--- config.mk ---
export PLATFORM = sky130hd
export DESIGN_NAME = period_averager
export DESIGN_NICKNAME = d
export VERILOG_FILES = /design/src/rtl/period_averager_pkg.sv /design/src/rtl/period_window.sv /design/src/rtl/period_averager.sv
export SDC_FILE = /design/constraint.sdc
export NUM_CORES = 1
export LEC_CHECK = 0
export ABC_AREA = 1
export BUFFER_PORTS_ARGS = -buffer_cell sky130_fd_sc_hd__buf_2
export CORE_ASPECT_RATIO = 1.2
export CORE_MARGIN = 10
export CORE_UTILIZATION = 59
export DETAILED_ROUTE_END_ITERATION = 7
export PLACE_DENSITY = 0.79
export SLEW_MARGIN = 10
export SYNTH_ARGS = -nofsm -noshare
export SYNTH_HDL_FRONTEND = slang
export SYNTH_SLANG_ARGS = --single-unit
--- constraint.sdc ---
create_clock -name clk -period 4.3 [get_ports clk]
set_input_delay 0.86 -clock clk [delete_from_list [all_inputs] [get_ports clk]]
set_output_delay 0.86 -clock clk [all_outputs]
set_load 0.005 [all_outputs]
--- src/rtl/period_averager_pkg.sv ---
// Shared constants and fill-state encoding for the period averager.
package period_averager_pkg;
    localparam int PERIOD_W  = 20;
    localparam int WIN_DEPTH = 4;
    localparam int WIN_LOG2  = 2;
    localparam int SUM_W     = 22;

    typedef enum logic [1:0] {
        EMPTY,
        FILLING,
        FULL
    } fill_state_t;
endpackage

--- src/rtl/period_window.sv ---
// Four-entry circular sample window with running sum and fill-state tracking.
module period_window
    import period_averager_pkg::*;
(
    input  logic                clk,
    input  logic                reset,
    input  logic                flush,
    input  logic                accept,
    input  logic [PERIOD_W-1:0] sample,
    output logic [SUM_W-1:0]    sum,
    output fill_state_t         state
);
    logic [PERIOD_W-1:0] slots [WIN_DEPTH];
    logic [WIN_LOG2-1:0] wr_ptr;
    logic [WIN_LOG2:0]   fill;
    logic [PERIOD_W-1:0] evicted;
    fill_state_t         state_next;

    // Once full, wr_ptr always points at the oldest entry, so it is the one evicted.
    assign evicted = (fill == (WIN_LOG2+1)'(WIN_DEPTH)) ? slots[wr_ptr] : '0;

    always_ff @(posedge clk) begin
        if (reset) begin
            for (int i = 0; i < WIN_DEPTH; i++) slots[i] <= '0;
            wr_ptr <= '0;
            fill   <= '0;
            sum    <= '0;
        end else if (flush) begin
            wr_ptr <= '0;
            fill   <= '0;
            sum    <= '0;
        end else if (accept) begin
            slots[wr_ptr] <= sample;
            wr_ptr        <= wr_ptr + 1'b1;
            if (fill != (WIN_LOG2+1)'(WIN_DEPTH)) fill <= fill + 1'b1;
            sum <= sum + SUM_W'(sample) - SUM_W'(evicted);
        end
    end

    always_ff @(posedge clk) begin
        if (reset) state <= EMPTY;
        else       state <= state_next;
    end

    always_comb begin
        state_next = state;
        if (flush) begin
            state_next = EMPTY;
        end else if (accept) begin
            case (state)
                EMPTY:   state_next = FILLING;
                FILLING: if (fill == (WIN_LOG2+1)'(WIN_DEPTH-1)) state_next = FULL;
                default: state_next = FULL;
            endcase
        end
    end
endmodule

--- src/rtl/period_averager.sv ---
// Averages the last four valid period samples; tracks min/max and flags stale input.
module period_averager
    import period_averager_pkg::*;
#(
    parameter int counter_max = 100000,
    parameter int timeout_max = 200000
) (
    input  logic                clk,
    input  logic                reset,
    input  logic [PERIOD_W-1:0] period_in,
    input  logic                period_valid,
    input  logic                clear,
    output logic [PERIOD_W-1:0] avg_out,
    output logic                avg_valid,
    output logic [PERIOD_W-1:0] min_out,
    output logic [PERIOD_W-1:0] max_out,
    output logic                stale
);
    logic [PERIOD_W-1:0] timer;
    logic [SUM_W-1:0]    sum;
    fill_state_t         state;
    logic                saturated, accept, timeout, flush, first;

    assign saturated = period_valid && !clear && (period_in >= PERIOD_W'(counter_max));
    assign accept    = period_valid && !clear && (period_in <  PERIOD_W'(counter_max));
    // Timeout fires on the idle cycle that drives the timer onto timeout_max; a strobe there wins.
    assign timeout   = !period_valid && (timer >= PERIOD_W'(timeout_max - 1));
    assign flush     = clear || saturated || timeout;
    assign first     = (state == EMPTY);

    period_window u_window (
        .clk    (clk),
        .reset  (reset),
        .flush  (flush),
        .accept (accept),
        .sample (period_in),
        .sum    (sum),
        .state  (state)
    );

    assign avg_out   = sum[SUM_W-1:WIN_LOG2];
    assign avg_valid = (state == FULL);

    always_ff @(posedge clk) begin
        if (reset) begin
            timer <= '0;
        end else if (period_valid) begin
            timer <= '0;
        end else if (timer != PERIOD_W'(timeout_max)) begin
            timer <= timer + 1'b1;
        end
    end

    always_ff @(posedge clk) begin
        if (reset) begin
            min_out <= '0;
            max_out <= '0;
            stale   <= 1'b0;
        end else if (flush) begin
            min_out <= '0;
            max_out <= '0;
            if (saturated || timeout) stale <= 1'b1;
        end else if (accept) begin
            if (first || period_in < min_out) min_out <= period_in;
            if (first || period_in > max_out) max_out <= period_in;
            stale <= 1'b0;
        end
    end
endmodule

==> results of run 1 <==
routing by layer:
layer  GRT usage (%)  up-vias  share of wire [%]
met1           27.47     4287                 40
met5               0        -                  0
met3           4.519       66                6.6
met4           9.880        0                3.5
met2           40.86      352                 50
li1                -     4521                  -
worst max-delay path by stage:
| stage | from | cells after the start | to |
|---|---|---|---|
| global route | u_window.fill[0]$_SDFFE_PP0P_ | 20 | u_window.sum[16]$_SDFFE_PP0P_ |
| floorplan | period_in[13] | 6 | u_window.slots[0][0]$_SDFFCE_PN0P_ |
| global placement | period_in[5] | 11 | u_window.slots[2][0]$_SDFFCE_PN0P_ |
| CTS | u_window.fill[0]$_SDFFE_PP0P_ | 20 | u_window.sum[16]$_SDFFE_PP0P_ |
| finish | u_window.fill[0]$_SDFFE_PP0P_ | 20 | u_window.sum[16]$_SDFFE_PP0P_ |
| detailed placement | u_window.fill[0]$_SDFFE_PP0P_ | 20 | u_window.sum[16]$_SDFFE_PP0P_ |
layout by cell type, fill, tap and decap left out, drive strengths merged, types with 4 or more instances in the layout:
master  netlist  layout
xor2          8       8
nand4        11      11
nor4          4       4
fa           20      20
nand2       246     246
nor2        249     249
clkbuf       14      22
o21ai        80      80
dfxtp        92      92
ha           66      66
conb          1      12
inv         214     218
buf          49     102
nor3b         5       5
clkinv        4       9
or2           4       4
nand3        72      72
a21oi       112     112
edfxtp       80      80
nor3         27      27
through the flow:
stage | worst slack, ns | utilization, % | hold WS (ns)
4_1_cts | 0.6821 | 66.19 | 0.4691
5_1_grt | 0.3865 | 66.20 | 0.4780
2_1_floorplan | 0.8151 | - | 0.4431
3_3_place_gp | 0.7640 | 62.90 | 0.4446
6_report | 0.5622 | 66.20 | 0.4621
3_5_place_dp | 0.7227 | 62.90 | 0.4578
final cells by class:
cell class	instances	share of cell area [%]
Antenna cell	1	0.02159
Clock buffer	22	4.275
Clock inverter	10	0.6909
Inverter	218	7.136
Sequential cell	172	36.62
Timing Repair Buffer	102	4.772
Multi-Input combinational cell	936	44.11
Tap cell	220	2.375
sequential cells by signal (all words and copies together), names as in the netlist, named ones only:
| name | flops |
|---|---|
| min_out | 20 |
| max_out | 20 |
| u_window.wr_ptr | 2 |
| timer | 20 |
| stale | 1 |
| u_window.slots | 80 |
| u_window.state | 2 |
| u_window.fill | 3 |
| u_window.sum | 22 |
worst max-delay path: cells and delay by family (launching register included):
family,cells,cell delay [ns]
adder cells (fa/ha/maj),4,1.04
AO/OA/AOI/OAI,2,0.19
flip-flops,1,0.36
buffers and inverters,5,0.61
AND/OR/NAND/NOR,9,1.41
cell families (layout without fill, tap and decap cells):
family	Yosys count	count (layout)	share of synthesized area, %
AOI/OAI and AO/OA	204	204	10.14
xor gates and xnor gates	11	11	0.9165
adders and majority gates	86	86	11.66
buffers and inverters	281	352	11.39
DFF	172	172	40.37
other	1	13	0.03567
and+or+nand+nor	623	623	25.48
power groups by stage:
| stage | Combinational [mW] | Sequential, mW | Clock (mW) |
|---|---|---|---|
| finish | 0.427 | 1.76 | 1.52 |
| global route | 0.481 | 1.77 | 1.59 |
| CTS | 0.420 | 1.76 | 1.53 |
| detailed placement | 0.416 | 1.80 | 0 |
| global placement | 0.411 | 1.80 | 0 |
| floorplan | 0.294 | 1.79 | 0 |
==> reports/results.ini, run 1 <==
[route]
drc_errors = 0
vias = 9226
drt_iter0_drc = 811
viasPerCell = 5.488
drtAntennaViolNets = 0
routed_wl_um = 27900
wl_per_cell_um = 16.60
drt_first_pass_iters = 5

[power]
power_density_mw_per_mm2 = 320.3
internal-power_mw = 2.718
p_sw_share_pct = 26.79
power.leakage_nw = 5.149
clkPwrFrac_pct = 41.0
peakVddDrop_uv = 310.8
p_seq_share_pct = 47.5
power_mw = 3.712
p_comb_share_pct = 11.5
p_sw_mw = 0.9944

[sta]
finalClockSkew_ns = 0.01116
period_share_pct = 86.93
slew_headroom_pct = 40.72
finalSetupTns_ns = 0
setup_violations = 0
grt_setup_unrepaired = no
drv_slew = 0
hold_violations = 0
period_needed_ns = 3.738
fmax_mhz = 267.5
max_slew.worst_pin.slew_ns = 0.8859

[critical_path]
crit_chain = inv_1 > ha_1 > nand2_1 > buf_4 > a21oi_1 > ha_1 > inv_1 > ha_1 > inv_1 > fa_1 > inv_1 > nand3_1 > nand2_1 > nand3_1 > nand3_1 > nand3_1 > nand2_1 > nand2_1 > a21oi_1 > nor2_1
crit_required_ns = 4.62
cpPeakStageDelay_ns = 0.39
worstPathMaxFanout = 11
worst-r2r-setup-slack_ns = 0.56
rr_startpoint = u_window.fill[0]$_SDFFE_PP0P_
path_class = flop to flop
cp-end-kind = flop
r2r_end = u_window.sum[16]$_SDFFE_PP0P_
start_kind = flop
slowest_stage = nand2_1
ff2ff_path_depth = 20
crit_arrival_ns = 4.06

[global_routing]
grt_max_degree = 43
grt_pass1_wl_um = 45160
first_global_vias = 9087
globalRouteOverflowTotal = 0
antenna_found_initial = 1
grt.total_usage_pct = 23.54

[layout]
design_area_sq_mm = 0.01159
syn2layout_area_growth_pct = 10.25
drive_gt1_share_pct = 12.67
fin_nets = 1557
multi_input_area_sq_mm = 0.005112
nFillCells = 1507
instances_no_fill = 1681
layout.area.seq_sq_mm = 0.004244

[yosys]
netlist_instances = 1378
async_flop_share_pct = 0
synth_most_common_cell = nand2_1
yosysUniqueCellTypes = 47
synth_seq_cells = 172
syn_area_sq_mm = 0.01051
synth_commonest_cells = nand2_1, nor2_1, inv_1
synth_top_cell_by_area = edfxtp_1
synth_top_area_share_pct = 22.85
synth_area_per_cell_sq_um = 7.629
synth_warnings = 0
yosys-top-cells-area = edfxtp_1, dfxtp_1, nand2_1, nor2_1, ha_1
synth_ff_type = dfxtp_1
synth_edf_count = 80
seq_area_frac_synth_pct = 40.37

[placed_design]
hpwl_um = 21210
io_buffer_count = 85
place_inst = 1648
post_dp_cell_area_sq_mm = 0.01101
place_congestion = 1.033

[status]
outcome = finished clean

[die]
fp.dieH_um = 166.2
start_util_pct = 60.05
core_sq_mm = 0.01751
rows = 53
die_w_um = 141.9
fp.dieArea_sq_mm = 0.02358
io_pins = 86

[clock_network]
cts_tree = built
clock_latency_ns = 0.44
numCtsBuffers = 17
htreeDepth = 4
clkTransAtPathRegs_ns = 0.07
cts_sinks = 172
cts_resized = 0
cts-root-buf = clkbuf_16
cts_setup_buffers = 0
ctsHoldBuffers = 0
cts_buffer_depth = 2

[hold_path]
hold_depth = 2
hold_class = flop to flop
min_from = min_out[19]$_SDFFE_PP0P_
holdPathEnd = min_out[19]$_SDFFE_PP0P_

[flow_run]
maxCapViolCount = 0

(Power assumes the default switching activity.)
==> run 2: changes to the inputs <==
Settings changed: REMOVE_ABC_BUFFERS from default to 1.
==> run 2 against run 1 <==
  * Cell area fell by 0.11%
  * Via count fell by 2.8%
  * Sequential cell count did not move
  * Clock skew fell by 0.0033 ns
  * Largest power group unchanged
  * Die area did not move
==> reports/results.ini, run 2 (same netlist as run 1, synthesis figures left out) <==
[status]
outcome = finished clean  ; unchanged

[hold_path]
min_from = min_out[17]$_SDFFE_PP0P_  ; was min_out[19]$_SDFFE_PP0P_
holdPathEnd = min_out[17]$_SDFFE_PP0P_  ; was min_out[19]$_SDFFE_PP0P_
hold_class = flop to flop  ; unchanged
hold_depth = 2  ; unchanged

[critical_path]
cp_common_cell = a21oi_1
crit_arrival_ns = 3.91  ; was 4.06 ns
cpPeakStageDelay_ns = 0.53  ; was 0.39 ns
cp-end-kind = flop  ; unchanged
path_delay_family = adder cells  ; was simple AND/OR/NAND/NOR gates
setup.worst_path.start = u_window.fill[0]$_SDFFE_PP0P_  ; unchanged
rr_startpoint = u_window.fill[0]$_SDFFE_PP0P_  ; unchanged
slowest_stage = nand2_1  ; unchanged
ff2ff_path_depth = 14  ; was 20
worstPathMaxFanout = 21  ; was 11
crit_required_ns = 4.63  ; was 4.62 ns
start_kind = flop  ; unchanged
r2r_end = u_window.sum[14]$_SDFFE_PP0P_  ; was u_window.sum[16]$_SDFFE_PP0P_
path_class = flop to flop  ; unchanged
path_buf_inv = 2  ; was 5
worstSetupPathDepth = 14  ; was 20
worst-r2r-setup-slack_ns = 0.71  ; was 0.56 ns
crit_chain = inv_1 > ha_1 > nand2_1 > a21oi_1 > fa_1 > inv_1 > ha_1 > a21oi_1 > nand2_1 > a21oi_1 > nand3b_1 > nand3b_1 > a21oi_1 > nor2_1  ; was inv_1 > ha_1 > nand2_1 > buf_4 > a21oi_1 > ha_1 > inv_1 > ha_1 > inv_1 > fa_1 > inv_1 > nand3_1 > nand2_1 > nand3_1 > nand3_1 > nand3_1 > nand2_1 > nand2_1 > a21oi_1 > nor2_1

[route]
viasPerCell = 5.351  ; was 5.488
drc_errors = 0  ; unchanged
drtAntennaViolNets = 0  ; unchanged
routed_wl_um = 26610  ; was 27900 um
drt_first_pass_iters = 5  ; unchanged
vias = 8969  ; was 9226
drt_iter0_drc = 689  ; was 811
wl_per_cell_um = 15.87  ; was 16.60 um

[die]
fp.dieH_um = 166.2  ; unchanged
io_pins = 86  ; unchanged
core_sq_mm = 0.01751  ; unchanged
start_util_pct = 60.05  ; unchanged
rows = 53  ; unchanged
die_w_um = 141.9  ; unchanged
fp.dieArea_sq_mm = 0.02358  ; unchanged

[placed_design]
io_buffer_count = 85  ; unchanged
post_dp_cell_area_sq_mm = 0.01099  ; was 0.01101 sq mm
place_ws_ns = 0.7341  ; was 0.7227 ns
place_inst = 1643  ; was 1648
hpwl_um = 20270  ; was 21210 um
place_congestion = 0.9405  ; was 1.033

[global_routing]
grt.total_usage_pct = 22.92  ; was 23.54%
antenna_found_initial = 1  ; unchanged
globalRouteOverflowTotal = 0  ; unchanged
grt_pass1_wl_um = 44220  ; was 45160 um
first_global_vias = 8833  ; was 9087
grt_max_degree = 47  ; was 43

[clock_network]
cts_setup_buffers = 0  ; unchanged
clkTransAtPathRegs_ns = 0.07  ; about the same
cts-root-buf = clkbuf_16  ; unchanged
ctsHoldBuffers = 0  ; unchanged
cts_sinks = 172  ; unchanged
clock_latency_ns = 0.43  ; was 0.44 ns
cts_tree = built  ; unchanged
numCtsBuffers = 17  ; unchanged
cts_buffer_depth = 2  ; unchanged
cts_resized = 0  ; unchanged
htreeDepth = 4  ; unchanged

[layout]
design_area_sq_mm = 0.01158  ; was 0.01159 sq mm
largest_reg_flops = 80  ; unchanged
layout_commonest_cell = nand2_1  ; unchanged
drive_gt1_share_pct = 12.30  ; was 12.67%
mostFrequentLayoutCells = nand2_1, nor2_1, inv_1  ; unchanged
reg.largest.list = u_window.slots: 80 flops, u_window.sum: 22 flops  ; unchanged
fin_nets = 1552  ; was 1557
syn2layout_area_growth_pct = 10.13  ; was 10.25%
instances_no_fill = 1676  ; was 1681
largest_register = u_window.slots  ; unchanged

[sta]
grt_setup_unrepaired = no  ; unchanged
slew_headroom_pct = 46.38  ; was 40.72%
period_needed_ns = 3.589  ; was 3.738 ns
finalClockSkew_ns = 0.007851  ; was 0.01116 ns
drv_slew = 0  ; unchanged
period_share_pct = 83.45  ; was 86.93%
setup_violations = 0  ; unchanged
hold_violations = 0  ; unchanged
max_slew.worst_pin.slew_ns = 0.8032  ; was 0.8859 ns
timing.final.ws_setup_ns = 0.7115  ; was 0.5622 ns
fmax_mhz = 278.7  ; was 267.5 MHz
finalSetupTns_ns = 0  ; unchanged

[flow_run]
maxCapViolCount = 0  ; unchanged

[power]
power_mw = 3.737  ; was 3.712 mW
power.leakage_nw = 5.127  ; was 5.149 nW
peakVddDrop_uv = 307.2  ; was 310.8 uV
power_density_mw_per_mm2 = 322.8  ; was 320.3 mW/mm^2

[run 2: changes by cell type in the layout (fill, tap and decap cells not counted)]
cell        delta
clkbuf_8       -3
bufinv_16      +2
clkbuf_16      -1
clkinv_1       +1
buf_4          -6
clkinvlp_4     +1
buf_12         +1
inv_6          +2
clkinv_2       -2
[run 2: worst max path at each step]
| stage | endpoint |
|---|---|
| finish | u_window.sum[14]$_SDFFE_PP0P_ |
| global route | u_window.sum[14]$_SDFFE_PP0P_ |
| CTS | u_window.sum[18]$_SDFFE_PP0P_ |
| detailed placement | u_window.sum[18]$_SDFFE_PP0P_ |
| global placement | u_window.sum[14]$_SDFFE_PP0P_ |
| floorplan | u_window.sum[13]$_SDFFE_PP0P_ |
[run 2: where the power goes]
part	switching, mW	total, mW	internal (mW)
logic	0.284	0.421	0.137
registers	0.0130	1.76	1.75
clock network	0.685	1.55	0.870
total	0.982	3.74	2.75
[run 2: stage by stage]
| step | hold WS (ns) | utilization [%] |
|---|---|---|
| 2_1_floorplan | 0.4453 | - |
| 6_report | 0.4591 | 66.13 |
| 4_1_cts | 0.4569 | 66.12 |
| 5_1_grt | 0.4873 | 66.13 |
| 3_3_place_gp | 0.4452 | 62.76 |
| 3_5_place_dp | 0.4446 | 62.76 |
[run 2: tightest hold or removal path: stages (launching register included)]
cell and delay (ns):
dfxtp_1 0.32, nand2_1 0.06, nor2_1 0.03
[run 2: per-layer routing]
metal,up-vias,part of all wire [%],track usage [%]
li1,4514,-,-
met1,4096,41,27.31
met2,299,50,39.38
met3,60,6.0,3.976
met4,0,3.4,9.791
met5,-,0,0
[run 2: layout make-up]
type	instances	area [sq um]
Sequential cell	172	4244
Clock buffer	18	429.2
Inverter	218	827.0
Tap cell	220	275.3
Timing Repair Buffer	97	528.0
Multi-Input combinational cell	936	5112
Antenna cell	1	2.502
Fill cell	1471	5929
Clock inverter	14	158.9
==> run 3: changes to the inputs <==
Settings changed: ABC_AREA 1 to 0.
Clock period 4.3 ns to 3.4 ns, I/O delays scaled along.
==> run 3 against run 2 <==
  * The flow now finishes with violations (setup timing)
  * Combinational power rose by 48%
  * Sequential share of layout area fell by 1.6 points
  * Clock skew rose by 0.0036 ns
  * Sequential cell count did not move
  * Non-clock buffer count rose by 92
  * Critical path depth rose by 2
  * Largest cell class unchanged
  * Largest power group unchanged
==> reports/results.ini, run 3 <==
[status]
outcome = complete, but fails checks  ; was finished clean
violations = setup timing

[die]
die_w_um = 138.3  ; was 141.9 um
start_util_pct = 60.67  ; was 60.05%
rows = 51  ; was 53
fp.dieH_um = 162.0  ; was 166.2 um
core_sq_mm = 0.01634  ; was 0.01751 sq mm
io_pins = 86  ; unchanged
fp.dieArea_sq_mm = 0.02240  ; was 0.02358 sq mm

[layout]
nFillCells = 1110  ; was 1471
syn2layout_area_growth_pct = 22.35  ; was 10.13%
layout_commonest_cell = inv_1  ; was nand2_1
antenna_cells = 0  ; was 1
reg.largest.list = u_window.slots: 80 flops, u_window.sum: 22 flops  ; unchanged
design_area_sq_mm = 0.01213  ; was 0.01158 sq mm
fin_util_pct = 74.23  ; was 66.13%
mostFrequentLayoutCells = inv_1, nor2_1, dfxtp_1  ; was nand2_1, nor2_1, inv_1
largest_register = u_window.slots  ; unchanged
drive_gt1_share_pct = 26.48  ; was 12.30%
instances_no_fill = 1375  ; was 1676
largest_reg_flops = 80  ; unchanged
fin_nets = 1260  ; was 1552

[yosys]
synth_ff_type = dfxtp_1  ; unchanged
yosysUniqueCellTypes = 58  ; was 47
synth_seq_cells = 172  ; unchanged
synth_commonest_cells = inv_1, nor2_1, dfxtp_1  ; was nand2_1, nor2_1, inv_1
synth_area_per_cell_sq_um = 9.941  ; was 7.629 sq um
synth_top_area_share_pct = 24.24  ; was 22.85%
synth_edf_count = 80  ; unchanged
netlist_instances = 997  ; was 1378
yosys-top-cells-area = edfxtp_1, dfxtp_1, ha_1, inv_1, mux4_2  ; was edfxtp_1, dfxtp_1, nand2_1, nor2_1, ha_1
synth_most_common_cell = inv_1  ; was nand2_1
synth_top_cell_by_area = edfxtp_1  ; unchanged
seq_area_frac_synth_pct = 42.82  ; was 40.37%
syn_area_sq_mm = 0.009911  ; was 0.01051 sq mm
async_flop_share_pct = 0  ; unchanged
synth_warnings = 0  ; unchanged

[route]
drt_first_pass_iters = 5  ; unchanged
drt_iter0_drc = 719  ; was 689
wl_per_cell_um = 19.94  ; was 15.87 um
routed_wl_um = 27410  ; was 26610 um
viasPerCell = 6.026  ; was 5.351
drtAntennaViolNets = 0  ; unchanged
drc_errors = 0  ; unchanged
vias = 8286  ; was 8969

[sta]
finalClockSkew_ns = 0.01150  ; was 0.007851 ns
grt_setup_unrepaired = yes  ; was no
period_needed_ns = 3.928  ; was 3.589 ns
finalSetupTns_ns = -4.292  ; was 0 ns
drv_slew = 0  ; unchanged
timing.final.ws_setup_ns = -0.5280  ; was 0.7115 ns
hold_violations = 0  ; unchanged
period_share_pct = 115.5  ; was 83.45%
slew_headroom_pct = 51.83  ; was 46.38%
max_slew.worst_pin.slew_ns = 0.7218  ; was 0.8032 ns
setup_violations = 14  ; was 0
fmax_mhz = 254.6  ; was 278.7 MHz
hold_ws_ns = 0.4692  ; was 0.4591 ns

[critical_path]
crit_chain = buf_12 > mux4_2 > and3_4 > fa_1 > inv_2 > ha_4 > nand4_1 > buf_4 > nor4_4 > nor2_2 > a221oi_4 > buf_6 > a31oi_4 > a21oi_2 > xnor2_1 > a211oi_2  ; was inv_1 > ha_1 > nand2_1 > a21oi_1 > fa_1 > inv_1 > ha_1 > a21oi_1 > nand2_1 > a21oi_1 > nand3b_1 > nand3b_1 > a21oi_1 > nor2_1
worstPathMaxFanout = 5  ; was 21
cp-end-kind = flop  ; unchanged
cpPeakStageDelay_ns = 0.53  ; about the same
ff2ff_path_depth = 16  ; was 14
path_buf_inv = 4  ; was 2
path_class = flop to flop  ; unchanged
slowest_stage = mux4_2  ; was nand2_1
crit_required_ns = 3.76  ; was 4.63 ns
start_kind = flop  ; unchanged
path_delay_family = adder cells  ; unchanged
crit_arrival_ns = 4.28  ; was 3.91 ns
worst-r2r-setup-slack_ns = -0.53  ; was 0.71 ns
worstSetupPathDepth = 16  ; was 14

[placed_design]
place_ws_ns = -0.5235  ; was 0.7341 ns
place_congestion = 0.8538  ; was 0.9405
post_dp_cell_area_sq_mm = 0.01101  ; was 0.01099 sq mm
place_inst = 1325  ; was 1643
io_buffer_count = 85  ; unchanged
hpwl_um = 17220  ; was 20270 um

[clock_network]
clkTransAtPathRegs_ns = 0.07  ; about the same
cts-root-buf = clkbuf_16  ; unchanged
cts_sinks = 172  ; unchanged
ctsHoldBuffers = 0  ; unchanged
clock_latency_ns = 0.44  ; was 0.43 ns
numCtsBuffers = 17  ; unchanged
cts_buffer_depth = 2  ; unchanged
htreeDepth = 4  ; unchanged
cts_tree = built  ; unchanged

[global_routing]
globalRouteOverflowTotal = 0  ; unchanged
grt_max_degree = 70  ; was 47
antenna_found_initial = 0  ; was 1
grt_pass1_wl_um = 42520  ; was 44220 um
first_global_vias = 8405  ; was 8833
grt.total_usage_pct = 23.10  ; was 22.92%

[power]
power.leakage_nw = 5.179  ; was 5.127 nW
power_mw = 4.851  ; was 3.737 mW
peakVddDrop_uv = 380.1  ; was 307.2 uV
power_density_mw_per_mm2 = 400.1  ; was 322.8 mW/mm^2

[hold_path]
hold_class = flop to flop  ; unchanged
hold_depth = 2  ; unchanged

[flow_run]
maxCapViolCount = 0  ; unchanged

## run 3: worst paths after layout
kind / start / endpoint
worst min-delay path: u_window.sum[8]$_SDFFE_PP0P_ / u_window.sum[8]$_SDFFE_PP0P_
worst max register to register: flop / u_window.sum[19]$_SDFFE_PP0P_
worst max-delay path: flop / u_window.sum[19]$_SDFFE_PP0P_
worst min register to register: u_window.sum[8]$_SDFFE_PP0P_ / u_window.sum[8]$_SDFFE_PP0P_
## run 3: per-layer routing
layer,part of all wire (%),track usage [%],vias up
li1,-,-,3763
met3,7.7,5.251,98
met5,0,0,-
met4,3.8,10.12,0
met1,38,26.85,3965
met2,51,39.97,460
## run 3: power by group
group / internal [mW] / switching, mW
combinational: 0.282 / 0.338
sequential: 2.21 / 0.0223
clock: 1.10 / 0.897
total: 3.59 / 1.26
## run 3: area by class of cell
| cell class | count | area [sq um] | area share, % |
|---|---|---|---|
| Tap cell | 212 | 265.3 | 2.188 |
| Sequential cell | 172 | 4248 | 35.03 |
| Inverter | 142 | 533.0 | 4.396 |
| Clock inverter | 13 | 156.4 | 1.290 |
| Clock buffer | 19 | 432.9 | 3.570 |
| Timing Repair Buffer | 189 | 1345 | 11.09 |
| Multi-Input combinational cell | 628 | 5145 | 42.43 |
## run 3: tightest hold or removal path: stages (launching register included)
cell     delay, ns
dfxtp_1       0.32
nand2_1       0.05
a21oi_1       0.05
## run 3: timing repair
action / in CTS / in global routing
cloned: 1 / 0
setup endpoints to repair: 14 / 17
setup buffers: 7 / 10
gates resized for setup: 51 / 26
pin swaps: 40 / 31
hold endpoints to repair: 0 / 0
## run 3: logic make-up (layout without fill, tap and decap cells)
kind of cell | Yosys count | in the layout | share of synthesized area (%)
muxes | 57 | 57 | 8.294
buffers and inverters | 208 | 363 | 9.165
other | 1 | 12 | 0.03784
AOI/OAI and AO/OA | 130 | 130 | 8.673
DFF | 172 | 172 | 42.82
and+or+nand+nor | 311 | 311 | 15.81
adders and majority gates | 86 | 86 | 12.37
xor gates and xnor gates | 32 | 32 | 2.828
